### config.mk
export PLATFORM = sky130hd
export DESIGN_NAME = dio24_btn_events
export DESIGN_NICKNAME = d
export VERILOG_FILES = /design/src/rtl/dio24_btn_events.sv
export SDC_FILE = /design/constraint.sdc
export NUM_CORES = 1
export LEC_CHECK = 0
export ABC_AREA = 1
export BUFFER_PORTS_ARGS = -buffer_cell sky130_fd_sc_hd__buf_2
export CAP_MARGIN = 20
export CORE_ASPECT_RATIO = 2
export CORE_MARGIN = 5
export CORE_UTILIZATION = 45
export CTS_CLUSTER_DIAMETER = 200
export DETAILED_ROUTE_END_ITERATION = 7
export GPL_TIMING_DRIVEN = 0
export PLACE_DENSITY = 0.58
export SLEW_MARGIN = 10
export SYNTH_ARGS = -nofsm -noshare
export SYNTH_HDL_FRONTEND = slang
export SYNTH_SLANG_ARGS = --single-unit
### constraint.sdc
create_clock -name clk -period 2 [get_ports clk]
set_input_delay 0.1 -clock clk [delete_from_list [all_inputs] [get_ports clk]]
set_output_delay 0.1 -clock clk [all_outputs]
set_load 0.005 [all_outputs]
### src/rtl/dio24_btn_events.sv
// Button gesture decoder: classifies short, long and double presses per button
// and delivers them through a single valid/ready event register.
module dio24_btn_events #(
  parameter int NUM_BUTTONS = 2,
  parameter int TICK_BITS   = 16,
  parameter int CNT_BITS    = 12,
  parameter int LONG_TICKS  = 1000,
  parameter int DBL_TICKS   = 250,
  localparam int IDX_W      = (NUM_BUTTONS > 1) ? $clog2(NUM_BUTTONS) : 1
) (
  input  logic                   clk,
  input  logic                   reset_n,
  input  logic [NUM_BUTTONS-1:0] btn_status,
  output logic                   evt_valid,
  input  logic                   evt_ready,
  output logic [IDX_W-1:0]       evt_btn,
  output logic [1:0]             evt_code,
  output logic                   evt_overrun,
  input  logic                   ovr_clr
);

  typedef enum logic [2:0] {IDLE, PRESS, WAIT2, PRESS2, HOLD} state_t;

  localparam logic [1:0] CODE_SHORT = 2'b01;
  localparam logic [1:0] CODE_LONG  = 2'b10;
  localparam logic [1:0] CODE_DBL   = 2'b11;
  localparam logic [CNT_BITS-1:0] LONG_LAST = CNT_BITS'(LONG_TICKS - 1);
  localparam logic [CNT_BITS-1:0] DBL_LAST  = CNT_BITS'(DBL_TICKS - 1);

  state_t                state     [NUM_BUTTONS];
  state_t                state_nxt [NUM_BUTTONS];
  logic [CNT_BITS-1:0]   cnt       [NUM_BUTTONS];
  logic [1:0]            pcode     [NUM_BUTTONS];
  logic [1:0]            ecode     [NUM_BUTTONS];
  logic [NUM_BUTTONS-1:0] pend, emit, take;
  logic [TICK_BITS-1:0]  presc;
  logic                  tick, loadable, any_pend, ovr_set;
  logic [IDX_W-1:0]      sel;
  logic [1:0]            sel_code;

  assign tick = &presc;

  always_ff @(posedge clk or negedge reset_n) begin
    if (!reset_n) presc <= '0;
    else          presc <= presc + 1'b1;
  end

  always_comb begin
    for (int unsigned i = 0; i < NUM_BUTTONS; i++) begin
      state_nxt[i] = state[i];
      emit[i]      = 1'b0;
      ecode[i]     = CODE_SHORT;
      case (state[i])
        IDLE: if (btn_status[i]) state_nxt[i] = PRESS;
        PRESS: begin
          // Long-press qualification takes priority over a release on the same cycle
          if (tick && cnt[i] == LONG_LAST && btn_status[i]) begin
            state_nxt[i] = HOLD;
            emit[i]      = 1'b1;
            ecode[i]     = CODE_LONG;
          end else if (!btn_status[i]) begin
            state_nxt[i] = WAIT2;
          end
        end
        WAIT2: begin
          if (btn_status[i]) begin
            state_nxt[i] = PRESS2;
          end else if (tick && cnt[i] == DBL_LAST) begin
            state_nxt[i] = IDLE;
            emit[i]      = 1'b1;
            ecode[i]     = CODE_SHORT;
          end
        end
        PRESS2: if (!btn_status[i]) begin
          state_nxt[i] = IDLE;
          emit[i]      = 1'b1;
          ecode[i]     = CODE_DBL;
        end
        HOLD: if (!btn_status[i]) state_nxt[i] = IDLE;
        default: state_nxt[i] = IDLE;
      endcase
    end
  end

  always_comb begin
    loadable = !evt_valid || evt_ready;
    any_pend = 1'b0;
    sel      = '0;
    sel_code = '0;
    take     = '0;
    for (int unsigned i = 0; i < NUM_BUTTONS; i++) begin
      if (pend[i] && !any_pend) begin
        any_pend = 1'b1;
        sel      = IDX_W'(i);
        sel_code = pcode[i];
        take[i]  = loadable;
      end
    end
    ovr_set = |(emit & pend & ~take);
  end

  always_ff @(posedge clk or negedge reset_n) begin
    if (!reset_n) begin
      pend <= '0;
      for (int unsigned i = 0; i < NUM_BUTTONS; i++) begin
        state[i] <= IDLE;
        cnt[i]   <= '0;
        pcode[i] <= '0;
      end
    end else begin
      for (int unsigned i = 0; i < NUM_BUTTONS; i++) begin
        state[i] <= state_nxt[i];
        if (state_nxt[i] != state[i])      cnt[i] <= '0;
        else if (tick && cnt[i] != '1)     cnt[i] <= cnt[i] + 1'b1;
        // A fresh emit re-arms pending even when the old event is being taken now
        if (emit[i]) begin
          pend[i]  <= 1'b1;
          pcode[i] <= ecode[i];
        end else if (take[i]) begin
          pend[i]  <= 1'b0;
        end
      end
    end
  end

  always_ff @(posedge clk or negedge reset_n) begin
    if (!reset_n) begin
      evt_valid   <= 1'b0;
      evt_btn     <= '0;
      evt_code    <= '0;
      evt_overrun <= 1'b0;
    end else begin
      if (ovr_set)      evt_overrun <= 1'b1;
      else if (ovr_clr) evt_overrun <= 1'b0;
      if (loadable) begin
        if (any_pend) begin
          evt_valid <= 1'b1;
          evt_btn   <= sel;
          evt_code  <= sel_code;
        end else begin
          evt_valid <= 1'b0;
        end
      end
    end
  end

endmodule

==> flow_metrics.tcl <==
set metrics [dict create \
    power_density_nw_per_um2 830 \
    dpl_cell_area_um2 3380 \
    required_ns 2.25 \
    maxCapViolations 0 \
    yosys.area_share.adder_pct 1.95 \
    crit_arrival_ns 2.12 \
    diodes 0 \
    slew_viol_final 0 \
    vias 2620 \
    cp_max_fo 8 \
    dp_hpwl_mm 4.81 \
    leakage_nw 1.82 \
    slew_headroom_pct 51.5 \
    yosys.area_share.simple_pct 34.2 \
    yosys.cell_types.count 39 \
    drtPass1Iterations 5 \
    post_drt_wl_per_cell_um 12.9 \
    htree_num_levels 3 \
    fin_crit_ns 1.87 \
    ff2ff_setup_slack_ns 0.13 \
    ir_drop_uv 400 \
    place_inst 501 \
    die-area_um2 9040 \
    synthFlopType "dfrtp_1" \
    grt_util_met2_pct 31.4 \
    clockBufferDepth 2 \
    cts_tree "built" \
    setup_violations 0 \
    final_util_pct 54.9 \
    power.total_mw 3.17 \
    layout_commonest_cell "nand2_1" \
    cts_buffers 9 \
    die_w_um 69.8 \
    cp-end-kind "flip-flop" \
    syn_to_final_growth_pct 18.6 \
    clkTransAtPathRegs_ns 0.05 \
    clock_skew_ns 0.00411 \
    critPathLaunch "presc[1]" \
    cts_root_buffer "clkbuf_16" \
    syn_avg_cell_area_um2 8.02 \
    busiest_layer "met2" \
    finalWirelength_mm 6.76 \
    syn-cell-area_um2 3220 \
    initial_utilization_pct 46.3 \
    hold_start "ovr_clr" \
    reg2reg_depth 12 \
    tightestPinTransition_ns 0.728 \
    core_um2 6940 \
    drc 0 \
    antenna_found_initial 0 \
    die_h_um 130 \
    path_class "flip-flop to flip-flop" \
    core.rowCount 43 \
    cts.sink_count 57 \
    synth-edff-count 0 \
    io_pins 11 \
    drtIter0Drc 159 \
    grt_pass1_wl_mm 11.9 \
    stdcell_count 525 \
    fin_crit_sh_pct 93.4 \
    met3_usage_pct 4.27 \
    final_cell_mix "nand2_1 (84), inv_1 (58), nor2_1 (58)" \
    synth_compound_area_share_pct 4.16 \
    grt_pass1_vias 2681 \
    final_hold_viol_count 0 \
    ys_ff_latch 57 \
    ys_warn_count 0 \
    whs_path_depth 4 \
    synthMuxAreaShare_pct 0 \
    nNetsFinal 441 \
    ant_nets 0 \
    synth_top_family_by_area "simple AND/OR/NAND/NOR gates" \
    async_flop_share_pct 100 \
    synth-xor-area-share_pct 7.35 \
    hold_class "primary input to flip-flop" \
    fmax_ghz 0.535 \
    grt_overflow_total 0 \
    yosysSeqAreaShare_pct 44.4 \
    gr-usage-met1_pct 16.6 \
    regToRegEndpoint "cnt[10]" \
    syn_inst 401 \
    holdPathEnd "evt_overrun" \
    layout-drive-gt1-share_pct 14.7 \
    cp-start-kind "flip-flop" \
    grt_max_degree 58 \
    viasPerCell 4.99 \
    gp_congestion 0.836 \
    r2r_start "presc[1]" \
    syn-num-nets 412 \
    grtUsageTotal_pct 16.6 \
    io_buffer_count 10 \
    worstSkewPairLatency_ns 0.32 \
    design_area_um2 3810 \
    status "completed" \
]
[state kept, by name (all words and copies together) (netlist names)]
register	flops
evt_code	2
pcode	4
cnt	24
evt_btn	1
pend	2
evt_valid	1
presc	16
state	6
evt_overrun	1
[per-layer routing]
metal | routed length, µm | share of wire, %
met1 | 2530 | 37
met2 | 3840 | 57
met3 | 205 | 3.0
met4 | 181 | 2.7
met5 | 0 | 0
[layout make-up]
class,instances,area [µm²]
repair buffers,18,133
multi-input cells,281,1570
clock buffers,14,274
inverters,58,218
well taps,90,113
fillers,649,3130
flip-flops and latches,57,1430
clock inverters,2,35.0
plain buffers,5,46.3
[logic make-up (layout without fill, tap and decap cells)]
kind of cell	count (synthesis)	after routing
xor gates and xnor gates	27	27
DFF	57	57
adders and majority gates	5	5
buffers and inverters	63	97
and+or+nand+nor	228	228
AOI/OAI and AO/OA	21	21
[Yosys cell counts (3+ instances only)]
| master | count | area [µm²] |
|---|---|---|
| a21oi_1 | 6 | 30.0 |
| nand2_1 | 87 | 327 |
| nand2_2 | 4 | 25.0 |
| nand3_1 | 31 | 155 |
| nor3_1 | 10 | 50.1 |
| xnor2_1 | 5 | 43.8 |
| nor2_1 | 60 | 225 |
| nand4_1 | 13 | 81.3 |
| nor2_4 | 5 | 56.3 |
| xor2_1 | 22 | 193 |
| dfrtp_1 | 57 | 1430 |
| nor3_2 | 3 | 30.0 |
| o21ai_0 | 4 | 20.0 |
| inv_1 | 58 | 218 |
| ha_1 | 5 | 62.6 |
[metrics by stage]
step           TNS (ns)  worst slack (ns)  hold slack (ns)
4_1_cts               0            0.0274           0.0409
2_1_floorplan         0             0.260           -0.196
3_3_place_gp          0            0.0505            0.372
6_report              0             0.132           0.0488
5_1_grt         -0.0238           -0.0157           0.0623
3_5_place_dp          0            0.0344            0.214
[worst max-delay path: stages (launching register included)]
cell and delay (ns):
dfrtp_1 0.39, ha_4 0.17, nand2_4 0.06, nor2_4 0.14
nand2_4 0.09, nor2_8 0.20, buf_4 0.15, nand4_2 0.10
nor2_4 0.21, nand3_1 0.10, nand2_1 0.07, nand2_1 0.05
nor2_1 0.07
[worst max path at each step]
stage          endpoint  slack, ns  cells after the start
4_1_cts         cnt[22]       0.03                     12
5_1_grt         cnt[10]      -0.02                     12
3_5_place_dp    cnt[22]       0.03                     12
3_3_place_gp    cnt[14]       0.05                     13
6_report        cnt[10]       0.13                     12
2_1_floorplan   pend[0]       0.26                     11
[power by group]
group | switching, mW | total [mW] | internal [mW] | leakage, nW
Clock | 0.498 | 1.56 | 1.06 | 0.153
Sequential | 0.0438 | 1.27 | 1.23 | 0.741
Combinational | 0.207 | 0.333 | 0.126 | 0.923
[what timing repair did]
item                       in CTS  in global routing
hold buffers                    1                  0
setup endpoints to repair       0                 28
resized for setup               0                 11
hold endpoints to repair       57                  0
setup buffers                   0                  6
Power figures use the tool's default switching activity.
